<file path="src/rtl/reg_wb_buffer_pkg.sv">
// Shared definitions for the register write-back buffer.
//   REG_ADDR_W / REG_DATA_W : register file address and data widths
//   ZERO_REG               : hard-wired zero register, never stored or forwarded
//   wb_entry_t             : one queued register write {valid, reg_addr, data}
package reg_wb_buffer_pkg;

    localparam int REG_ADDR_W = 5;
    localparam int REG_DATA_W = 32;

    localparam logic [REG_ADDR_W-1:0] ZERO_REG = 5'd0;

    typedef struct packed {
        logic                  valid;
        logic [REG_ADDR_W-1:0] reg_addr;
        logic [REG_DATA_W-1:0] data;
    } wb_entry_t;

endpackage

</file>
<file path="src/rtl/reg_wb_buffer_fwd_match.sv">
// Youngest-match forwarding search for one operand read port.
// Ports:
//   entry_valid/entry_reg/entry_data : flattened buffer contents, indexed by slot
//   tail                             : next write slot; tail-1 is the youngest entry
//   rd_reg / rf_data                 : operand address and register file read data
//   fwd_data                         : operand value with queued writes applied
module wb_fwd_match
    import reg_wb_buffer_pkg::*;
#(
    parameter int DEPTH  = 4,
    parameter int ADDR_W = 5,
    parameter int DATA_W = 32,
    parameter int PTR_W  = 2
) (
    input  logic [DEPTH-1:0]             entry_valid,
    input  logic [DEPTH-1:0][ADDR_W-1:0] entry_reg,
    input  logic [DEPTH-1:0][DATA_W-1:0] entry_data,
    input  logic [PTR_W-1:0]             tail,
    input  logic [ADDR_W-1:0]            rd_reg,
    input  logic [DATA_W-1:0]            rf_data,
    output logic [DATA_W-1:0]            fwd_data
);

    logic [PTR_W-1:0] slot;

    // Walk from oldest (tail-DEPTH) to youngest (tail-1); later hits override,
    // so the entry closest to tail wins.
    always_comb begin
        fwd_data = rf_data;
        slot     = '0;
        for (int i = DEPTH; i >= 1; i--) begin
            slot = tail - PTR_W'(i);
            if (entry_valid[slot] && (entry_reg[slot] == rd_reg)) begin
                fwd_data = entry_data[slot];
            end
        end
        if (rd_reg == ZERO_REG) begin
            fwd_data = '0;
        end
    end

endmodule

</file>
<file path="src/rtl/reg_wb_buffer.sv">
// In-order write-back buffer between multi-cycle result producers and the
// register file write port, with two forwarding lookups for operand reads.
// Ports:
//   clk, rstn                          : clock, asynchronous active-low reset
//   flush                              : synchronous clear of all queued entries
//   enq_valid/enq_ready/enq_reg/enq_data : write request handshake
//   drain_en                           : register file write port available
//   reg_write/write_reg/write_data     : register file write strobe
//   rd_reg_k/rf_data_k/fwd_data_k      : operand lookups, k = 1, 2
//   count                              : number of valid queued entries
module reg_wb_buffer
    import reg_wb_buffer_pkg::*;
#(
    parameter int DEPTH  = 4,
    parameter int DATA_W = REG_DATA_W,
    parameter int ADDR_W = REG_ADDR_W
) (
    input  logic              clk,
    input  logic              rstn,
    input  logic              flush,
    input  logic              enq_valid,
    output logic              enq_ready,
    input  logic [ADDR_W-1:0] enq_reg,
    input  logic [DATA_W-1:0] enq_data,
    input  logic              drain_en,
    output logic              reg_write,
    output logic [ADDR_W-1:0] write_reg,
    output logic [DATA_W-1:0] write_data,
    input  logic [ADDR_W-1:0] rd_reg_1,
    input  logic [DATA_W-1:0] rf_data_1,
    output logic [DATA_W-1:0] fwd_data_1,
    input  logic [ADDR_W-1:0] rd_reg_2,
    input  logic [DATA_W-1:0] rf_data_2,
    output logic [DATA_W-1:0] fwd_data_2,
    output logic [ADDR_W:0]   count
);

    localparam int PTR_W = $clog2(DEPTH);
    localparam logic [ADDR_W:0] FULL_CNT = (ADDR_W+1)'(DEPTH);

    wb_entry_t               entries [DEPTH];
    logic [PTR_W-1:0]        head;
    logic [PTR_W-1:0]        tail;
    logic [ADDR_W:0]         count_q;

    logic                    full;
    logic                    empty;
    logic                    enq_fire;
    logic                    store;
    logic                    drain;

    logic [DEPTH-1:0]             ent_valid;
    logic [DEPTH-1:0][ADDR_W-1:0] ent_reg;
    logic [DEPTH-1:0][DATA_W-1:0] ent_data;

    assign full  = (count_q == FULL_CNT);
    assign empty = (count_q == '0);

    // Ready depends only on registered occupancy; a same-cycle drain does not
    // open a slot for the current request.
    assign enq_ready = !full;
    assign enq_fire  = enq_valid && enq_ready && !flush;
    // Writes to the zero register complete the handshake but are dropped.
    assign store     = enq_fire && (enq_reg != ZERO_REG);

    assign reg_write  = !empty && drain_en && !flush;
    assign drain      = reg_write;
    assign write_reg  = empty ? '0 : entries[head].reg_addr;
    assign write_data = empty ? '0 : entries[head].data;
    assign count      = count_q;

    always_ff @(posedge clk or negedge rstn) begin
        if (!rstn) begin
            head    <= '0;
            tail    <= '0;
            count_q <= '0;
            for (int i = 0; i < DEPTH; i++) begin
                entries[i] <= '0;
            end
        end else if (flush) begin
            head    <= '0;
            tail    <= '0;
            count_q <= '0;
            for (int i = 0; i < DEPTH; i++) begin
                entries[i].valid <= 1'b0;
            end
        end else begin
            // store and drain never target the same slot: store needs !full,
            // drain needs !empty, so head==tail excludes one of them.
            if (store) begin
                entries[tail].valid    <= 1'b1;
                entries[tail].reg_addr <= enq_reg;
                entries[tail].data     <= enq_data;
                tail                   <= tail + PTR_W'(1);
            end
            if (drain) begin
                entries[head].valid <= 1'b0;
                head                <= head + PTR_W'(1);
            end
            case ({store, drain})
                2'b10:   count_q <= count_q + 1'b1;
                2'b01:   count_q <= count_q - 1'b1;
                default: count_q <= count_q;
            endcase
        end
    end

    for (genvar k = 0; k < DEPTH; k++) begin : g_flat
        assign ent_valid[k] = entries[k].valid;
        assign ent_reg[k]   = entries[k].reg_addr;
        assign ent_data[k]  = entries[k].data;
    end

    wb_fwd_match #(
        .DEPTH (DEPTH),
        .ADDR_W(ADDR_W),
        .DATA_W(DATA_W),
        .PTR_W (PTR_W)
    ) u_fwd_1 (
        .entry_valid(ent_valid),
        .entry_reg  (ent_reg),
        .entry_data (ent_data),
        .tail       (tail),
        .rd_reg     (rd_reg_1),
        .rf_data    (rf_data_1),
        .fwd_data   (fwd_data_1)
    );

    wb_fwd_match #(
        .DEPTH (DEPTH),
        .ADDR_W(ADDR_W),
        .DATA_W(DATA_W),
        .PTR_W (PTR_W)
    ) u_fwd_2 (
        .entry_valid(ent_valid),
        .entry_reg  (ent_reg),
        .entry_data (ent_data),
        .tail       (tail),
        .rd_reg     (rd_reg_2),
        .rf_data    (rf_data_2),
        .fwd_data   (fwd_data_2)
    );

endmodule

</file>
<file path="config.mk">
export PLATFORM = sky130hd
export DESIGN_NAME = reg_wb_buffer
export DESIGN_NICKNAME = d
export VERILOG_FILES = /design/src/rtl/reg_wb_buffer_pkg.sv /design/src/rtl/reg_wb_buffer_fwd_match.sv /design/src/rtl/reg_wb_buffer.sv
export SDC_FILE = /design/constraint.sdc
export NUM_CORES = 1
export LEC_CHECK = 0
export CORE_MARGIN = 3
export CORE_UTILIZATION = 30
export DETAILED_ROUTE_END_ITERATION = 12
export GPL_TIMING_DRIVEN = 1
export SYNTH_ARGS = -nofsm -noshare
export SYNTH_HDL_FRONTEND = slang
export SYNTH_HIERARCHICAL = 1
export SYNTH_SLANG_ARGS = --single-unit
</file>
<file path="constraint.sdc">
create_clock -name clk -period 3.2 [get_ports clk]
set_input_delay 0.32 -clock clk [delete_from_list [all_inputs] [get_ports clk]]
set_output_delay 0.32 -clock clk [all_outputs]
set_load 0.05 [all_outputs]
</file>
-- Word level (Yosys, flattened, before mapping)
Index checks and enable logic that the tools add are counted.
- register bits after elaboration: 162
- bits in latches: 0
- memory bits (writable): 0
- ROM bits: 0
- bits of input ports: 116
- output and inout port bits: 109
- word-level logic and storage cells: 132
- memories kept: 0
- add/sub/neg operators: 7
- multipliers: 0
- div/mod/pow operators: 0
- $lt $le $gt $ge: 8
- equal/unequal tests: 11
- shift-type cells: 0
- multiplexer cells: 64
- bitwise logic cells: 2
- reductions and logical operators: 25
- operators with widths (cell ; number):
    152-bit bitwise mux ; 4
    32-bit two-way mux ; 16
    152-bit two-way mux ; 3
    38-bit demux with 2-bit select ; 4
    32-bit binary-select mux with 2-bit select ; 4
    37-bit two-way mux ; 3
    38-bit binary-select mux with 2-bit select ; 1
    38-bit two-way mux ; 2
    5-bit binary-select mux with 2-bit select ; 4
    5-bit == test ; 8
    5-bit two-way mux ; 5
    1-bit logical AND ; 15
    2-bit by 3-bit less-than comparator with 1-bit output, second input constant ; 4
    6-bit case mux with 2 select lines ; 1
    5-bit zero test ; 2
    1-bit binary-select mux with 2-bit select ; 4
    1-bit two-way mux ; 8
    2-bit two-way mux ; 4
    6-bit by 1-bit adder with 6-bit output, second input constant ; 1
    6-bit by 3-bit == test with 1-bit output, second input constant ; 1
    3-bit greater-or-equal comparator, second input constant ; 2
    6-bit zero test ; 1
    3-bit by 1-bit less-than comparator with 1-bit output, second input constant ; 2
    6-bit two-way mux ; 1
    other kinds (11) ; 17

-- Longest topological paths before layout
- depth in word-level cells: 13
- gate-level depth with buffers: 12
- depth with buffers taken out: 11

-- Cells and area by module
The synthesis kept the hierarchy.
- by module, submodules not included (module ; instances ; cells an instance ; area an instance (um^2)):
    wb_fwd_match ; 2 ; 729 ; 5126.2
    reg_wb_buffer ; 1 ; 513 ; 7711.1

-- Worst setup path after synthesis
OpenSTA, ideal clock, no wires.
- path kind: reg-to-output
- from: register tail[0]
- to: output fwd_data_1[30]
- arrival: 2.974 ns
- path slack: -0.094 ns
- stages on the path, launching flop included: 10
- buffers on the path: 3
- cells stage by stage: dfrtp_1 > buf_4 > buf_6 > mux4_2 > xnor2_1 > nand4_1 > nor2_1 > buf_2 > nand3_1 > a31oi_1
- longest elaborated chain between the ends: 9
- RTL lines (item ; RTL line ; text):
    start, declared ; reg_wb_buffer.sv:43 ; logic [PTR_W-1:0] tail;
    start signal, assigned ; reg_wb_buffer.sv:94 ; tail <= tail + PTR_W'(1);
    2-bit subtractor / 5-bit binary-select mux with 2-bit select (equally long branches) ; reg_wb_buffer_fwd_match.sv:32, reg_wb_buffer_fwd_match.sv:33 ;
    5-bit binary-select mux with 2-bit select / 5-bit two-way mux (equally long branches) ; reg_wb_buffer_fwd_match.sv:33 ; if (entry_valid[slot] && (entry_reg[slot] == rd_reg)) begin
    5-bit two-way mux (not written as such) / 5-bit == test (equally long branches) ; reg_wb_buffer_fwd_match.sv:33 ;
    5-bit == test / 1-bit logical AND (equally long branches) ; reg_wb_buffer_fwd_match.sv:33 ;
    1-bit logical AND / 32-bit two-way mux (equally long branches) ; reg_wb_buffer_fwd_match.sv:33 ;
    32-bit two-way mux (2 in series) ; reg_wb_buffer_fwd_match.sv:33 ;
    32-bit two-way mux (*) ; reg_wb_buffer_fwd_match.sv:33 ;
    32-bit two-way mux (*) ; reg_wb_buffer_fwd_match.sv:37 ; if (rd_reg == ZERO_REG) begin
    end, declared ; reg_wb_buffer.sv:31 ; output logic [DATA_W-1:0] fwd_data_1,
Mark *: on every way between the ends. The rest lies on a longest branch, timed or not. The select of a mux whose other input is x is not followed.

-- Worst setup path after layout
- from: register tail[1]
- to: output fwd_data_1[8]
The elaborated chain is that of the path after synthesis.

==> impl_table.tex <==
\begin{tabular}{lr}
\hline
Metric & Value \\
\hline
\multicolumn{2}{l}{\textbf{Route}} \\
Average vias per placed instance & between 5 and 6 \\
Violation count after the first detailed-routing iteration & between 1000 and 1500 \\
First drt pass iteration count & 7 \\
Wirelength, routed & about 73 mm \\
Total number of vias & 18150 \\
Remaining number of nets flagged by the antenna check after routing & 0 \\
Average wire per standard cell & about 24 um \\
Drt drc & 0 \\
\multicolumn{2}{l}{\textbf{Power}} \\
Worst vdd ir & about 0.00056 V \\
Switching fraction of total power & between 40\% and 50\% \\
Flop pwr share & around a fifth \\
Gate power share & between 60\% and 70\% \\
Cell area power density & 837 nW/um\^{}2 \\
P\_sw & 0.0102 W \\
Leakage power of the design & approximately 10 nW \\
Internal Pwr Total & between 0.01 and 0.015 W \\
Proportion of power drawn by the clock network & a little under an eighth \\
\multicolumn{2}{l}{\textbf{Logic synthesis}} \\
Synth Cell Area & 18000 um\^{}2 \\
Sequential-to-total area share from yosys stat & 22.6\% \\
Leading cell types by total area after synthesis & sky130\_fd\_sc\_hd\_\_dfrtp\_1 (23\%), sky130\_fd\_sc\_hd\_\_mux2\_2 (13\%), sky130\_fd\_sc\_hd\_\_mux2i\_1 (11\%), sky130\_fd\_sc\_hd\_\_mux4\_2 (9.4\%), sky130\_fd\_sc\_hd\_\_a211oi\_1 (5.1\%) \\
Fraction of registers with async set/reset & 100\% \\
Dominant cell type by area after synthesis & sky130\_fd\_sc\_hd\_\_dfrtp\_1 \\
Average size of a mapped cell & 9.11 um\^{}2 \\
Number of enable flip-flop cells after synthesis & 0 \\
Dominant synthesized flop cell & sky130\_fd\_sc\_hd\_\_dfrtp\_1 \\
Leading cell types by count after synthesis & sky130\_fd\_sc\_hd\_\_mux2\_2 (206), sky130\_fd\_sc\_hd\_\_mux2i\_1 (198), sky130\_fd\_sc\_hd\_\_dfrtp\_1 (162), sky130\_fd\_sc\_hd\_\_nor2\_1 (143), sky130\_fd\_sc\_hd\_\_nand2\_1 (138) \\
YS warnings & 6 \\
Gate Count Post-Synth & 1971 \\
Post-synthesis sequential element count & approximately 160 \\
Count of different cell masters after synthesis & 60 \\
Yosys top cell area share & between 20\% and 30\% \\
Top-count cell post-synth & sky130\_fd\_sc\_hd\_\_mux2\_2 \\
Total nets after synthesis & approximately 2100 \\
\multicolumn{2}{l}{\textbf{Setup path}} \\
Required @ worst endpoint & 2.88 ns \\
Crit Path Max Fanout & 5 \\
Cell repeated most along the worst path & sky130\_fd\_sc\_hd\_\_buf\_12 \\
Critical Path Slowest Stage Cell & sky130\_fd\_sc\_hd\_\_dfrtp\_4 \\
Setup slack on the worst flop-to-flop path & a little under 0.4 ns \\
Data arrival time of the worst path & around 3.6 ns \\
Setup crit start kind & register \\
Critical path start-end classification & reg -> out \\
Critical Path Max Stage Delay & 0.50 ns \\
Critical Path Sink Type & primary output \\
Cell chain of the critical path & buf\_12 -> buf\_6 -> mux4\_2 -> xnor2\_2 -> nand4\_1 -> a2111o\_2 -> and2\_4 -> buf\_12 -> clkbuf\_16 -> a22oi\_2 -> o211a\_1 -> buf\_12 \\
\multicolumn{2}{l}{\textbf{Placed design}} \\
Number of buffers added on ports & $\sim$220 \\
Routability-driven placement congestion ratio & 0.876 \\
Cell area after placement & between 20000 and 25000 um\^{}2 \\
Half-perimeter wire length after placement & 48.2 mm \\
\multicolumn{2}{l}{\textbf{Global routing}} \\
Overall fraction of global-route tracks in use & 22.1\% \\
Met2 routing resource usage after global routing & 35.6\% \\
GR Layer Usage met3 & about 4.1\% \\
Wire length of the first global-routing pass & roughly 110 mm \\
Global-route layer with the greatest usage & met2 \\
Initial antenna violation count & 4 \\
Vias in the first global route & 17565 \\
Global route overflow & 0 \\
Largest net degree at the start of global routing & 113 \\
Met1 track demand over resource & about 30\% \\
\multicolumn{2}{l}{\textbf{Cells and area}} \\
Sequential cell area & 4070 um\^{}2 \\
Filler cell count & around 5500 \\
Number of nets at the end of the flow & about 2400 \\
Post-route cell area & 25000 um\^{}2 \\
Ratio of cells with drive above 1 in the final layout & 33.5\% \\
Synthesis-to-layout area growth & 39.0\% \\
Finished Core Util & between 40\% and 50\% \\
Area of the multi-input gates & 13700 um\^{}2 \\
\multicolumn{2}{l}{\textbf{Floorplan}} \\
Overall die area & between 60000 and 70000 um\^{}2 \\
Standard-cell rows & 89 \\
Die height & around 250 um \\
Core outline area & between 50000 and 60000 um\^{}2 \\
Top-Level Pins & $\sim$230 \\
Initial standard-cell utilization of the core & a little under a third \\
Die width & approximately 250 um \\
\multicolumn{2}{l}{\textbf{Timing}} \\
Pins Over Slew Limit & 0 \\
Worst max-slew margin expressed relative to the limit & 39.2\% \\
Worst clock skew on the final layout & approximately 0.0096 ns \\
Number of setup violations in the final report & 64 \\
Minimum period implied by the final worst setup slack & between 3 and 4 ns \\
Final Hold Fails & 0 \\
F\_max & approximately 260 MHz \\
PnR worst setup slack & -0.678 ns \\
Transition time at the pin with the least slew margin & slightly above 0.9 ns \\
Unrepaired setup endpoints after global routing & true \\
Period Utilization, post-route & 121\% \\
\multicolumn{2}{l}{\textbf{Clock network}} \\
Worst-skew pair later-pin latency & between 0.4 and 0.5 ns \\
Clock slew at the register clock pins of the worst setup and hold paths & 0.07 ns \\
Clock buffer depth & 2 \\
Number of sinks driven by the clock tree & around 160 \\
CTS tree & yes \\
H-tree lvl count & 4 \\
Root Buffer Master & sky130\_fd\_sc\_hd\_\_clkbuf\_16 \\
Number of clock buffers inserted by TritonCTS & 17 \\
\multicolumn{2}{l}{\textbf{Status}} \\
Result of the run & finished, violations left \\
Violated checks & setup timing \\
\multicolumn{2}{l}{\textbf{Hold path}} \\
Class of the tightest hold or removal check & in -> async \\
\multicolumn{2}{l}{\textbf{Flow run}} \\
Max-cap viol count & 0 \\
\hline
\end{tabular}
timing repair:
action                     CTS  global route
hold buffers                 1             0
setup endpoints to repair   68            72
buffers inserted            40            17
hold endpoints to repair    80             0
pin swaps                   99            68
gates cloned                 6             4
resized for setup          136            70
critical path: cells and delay by family (launching register included):
kind | cells | cell delay, ns
flip-flops | 1 | 0.50
AND/OR/NAND/NOR | 2 | 0.38
AO/OA/AOI/OAI | 3 | 0.87
XOR/XNOR | 1 | 0.17
multiplexers | 1 | 0.47
buffers and inverters | 5 | 0.69
cells by family (layout without fill, tap and decap cells):
logic type	Yosys count	in the layout	synth area share [%]
AOI/OAI and AO/OA	597	597	22.3
muxes	491	491	34.1
and+or+nand+nor	440	442	11.5
buffers and inverters	211	503	5.84
DFF	162	162	22.6
xor gates and xnor gates	59	59	2.88
adders and majority gates	11	11	0.766
other	0	2	0
power groups by stage:
stage                     logic, W  registers (W)  clock network [W]
after global routing        0.0150        0.00459            0.00252
after global placement      0.0130        0.00432                  0
after detailed placement    0.0133        0.00442                  0
final                       0.0141        0.00441            0.00240
after CTS                   0.0138        0.00436            0.00245
after floorplan            0.00916        0.00399                  0
layout by cell type (no fill, tap or decap), types with 106 or more instances in the layout:
| cell type | n |
|---|---|
| sky130_fd_sc_hd__nand2_1 | 136 |
| sky130_fd_sc_hd__clkdlybuf4s50_1 | 147 |
| sky130_fd_sc_hd__buf_12 | 106 |
| sky130_fd_sc_hd__nor2_1 | 130 |
| sky130_fd_sc_hd__dfrtp_1 | 158 |
| sky130_fd_sc_hd__mux2_2 | 206 |
| sky130_fd_sc_hd__mux2i_1 | 198 |
| sky130_fd_sc_hd__a211oi_1 | 122 |
| sky130_fd_sc_hd__a21oi_1 | 129 |
| sky130_fd_sc_hd__o21ai_0 | 122 |
| sky130_fd_sc_hd__buf_4 | 140 |
worst paths after layout:
path,from,to,cells after the start
worst max-delay path,tail[1],fwd_data_1[8],12
worst min-delay path,rstn,asynchronous set/reset pin,2
worst max register to register,tail[0],register,6
worst min register to register,register,register,1
max in group asynchronous,rstn,asynchronous set/reset pin,3
min in group clk,enq_data[6],register,2
layer usage:
layer / routed length [um] / up-vias / share of wire, %
met1: 30900 / 9118 / 42
met2: 34400 / 852 / 47
li1: - / 8035 / -
met5: 30 / - / 0.041
met4: 2420 / 4 / 3.3
met3: 5400 / 141 / 7.4
per-stage QoR:
stage	hold slack [ns]	power [W]	TNS (ns)	worst slack (ns)	cells
global placement	0.428	0.0174	-14.73	-0.371	2940
global route	0.551	0.0221	-41.31	-0.719	3039
finish	0.474	0.0209	-37.02	-0.678	3040
detailed placement	0.440	0.0177	-16.76	-0.388	2940
CTS	0.504	0.0206	-38.32	-0.699	3019
floorplan	0.0244	0.0131	0	0.152	1971
layout make-up:
type	instances	area share, %
diodes	2	0.0200
clock inverters	11	0.797
clock buffers	21	1.88
flip-flops and latches	162	16.3
repair buffers	459	22.2
inverters	12	0.210
multi-input cells	1600	54.7
well taps	773	3.87
Note: power is estimated with default switching activity, not from simulation.
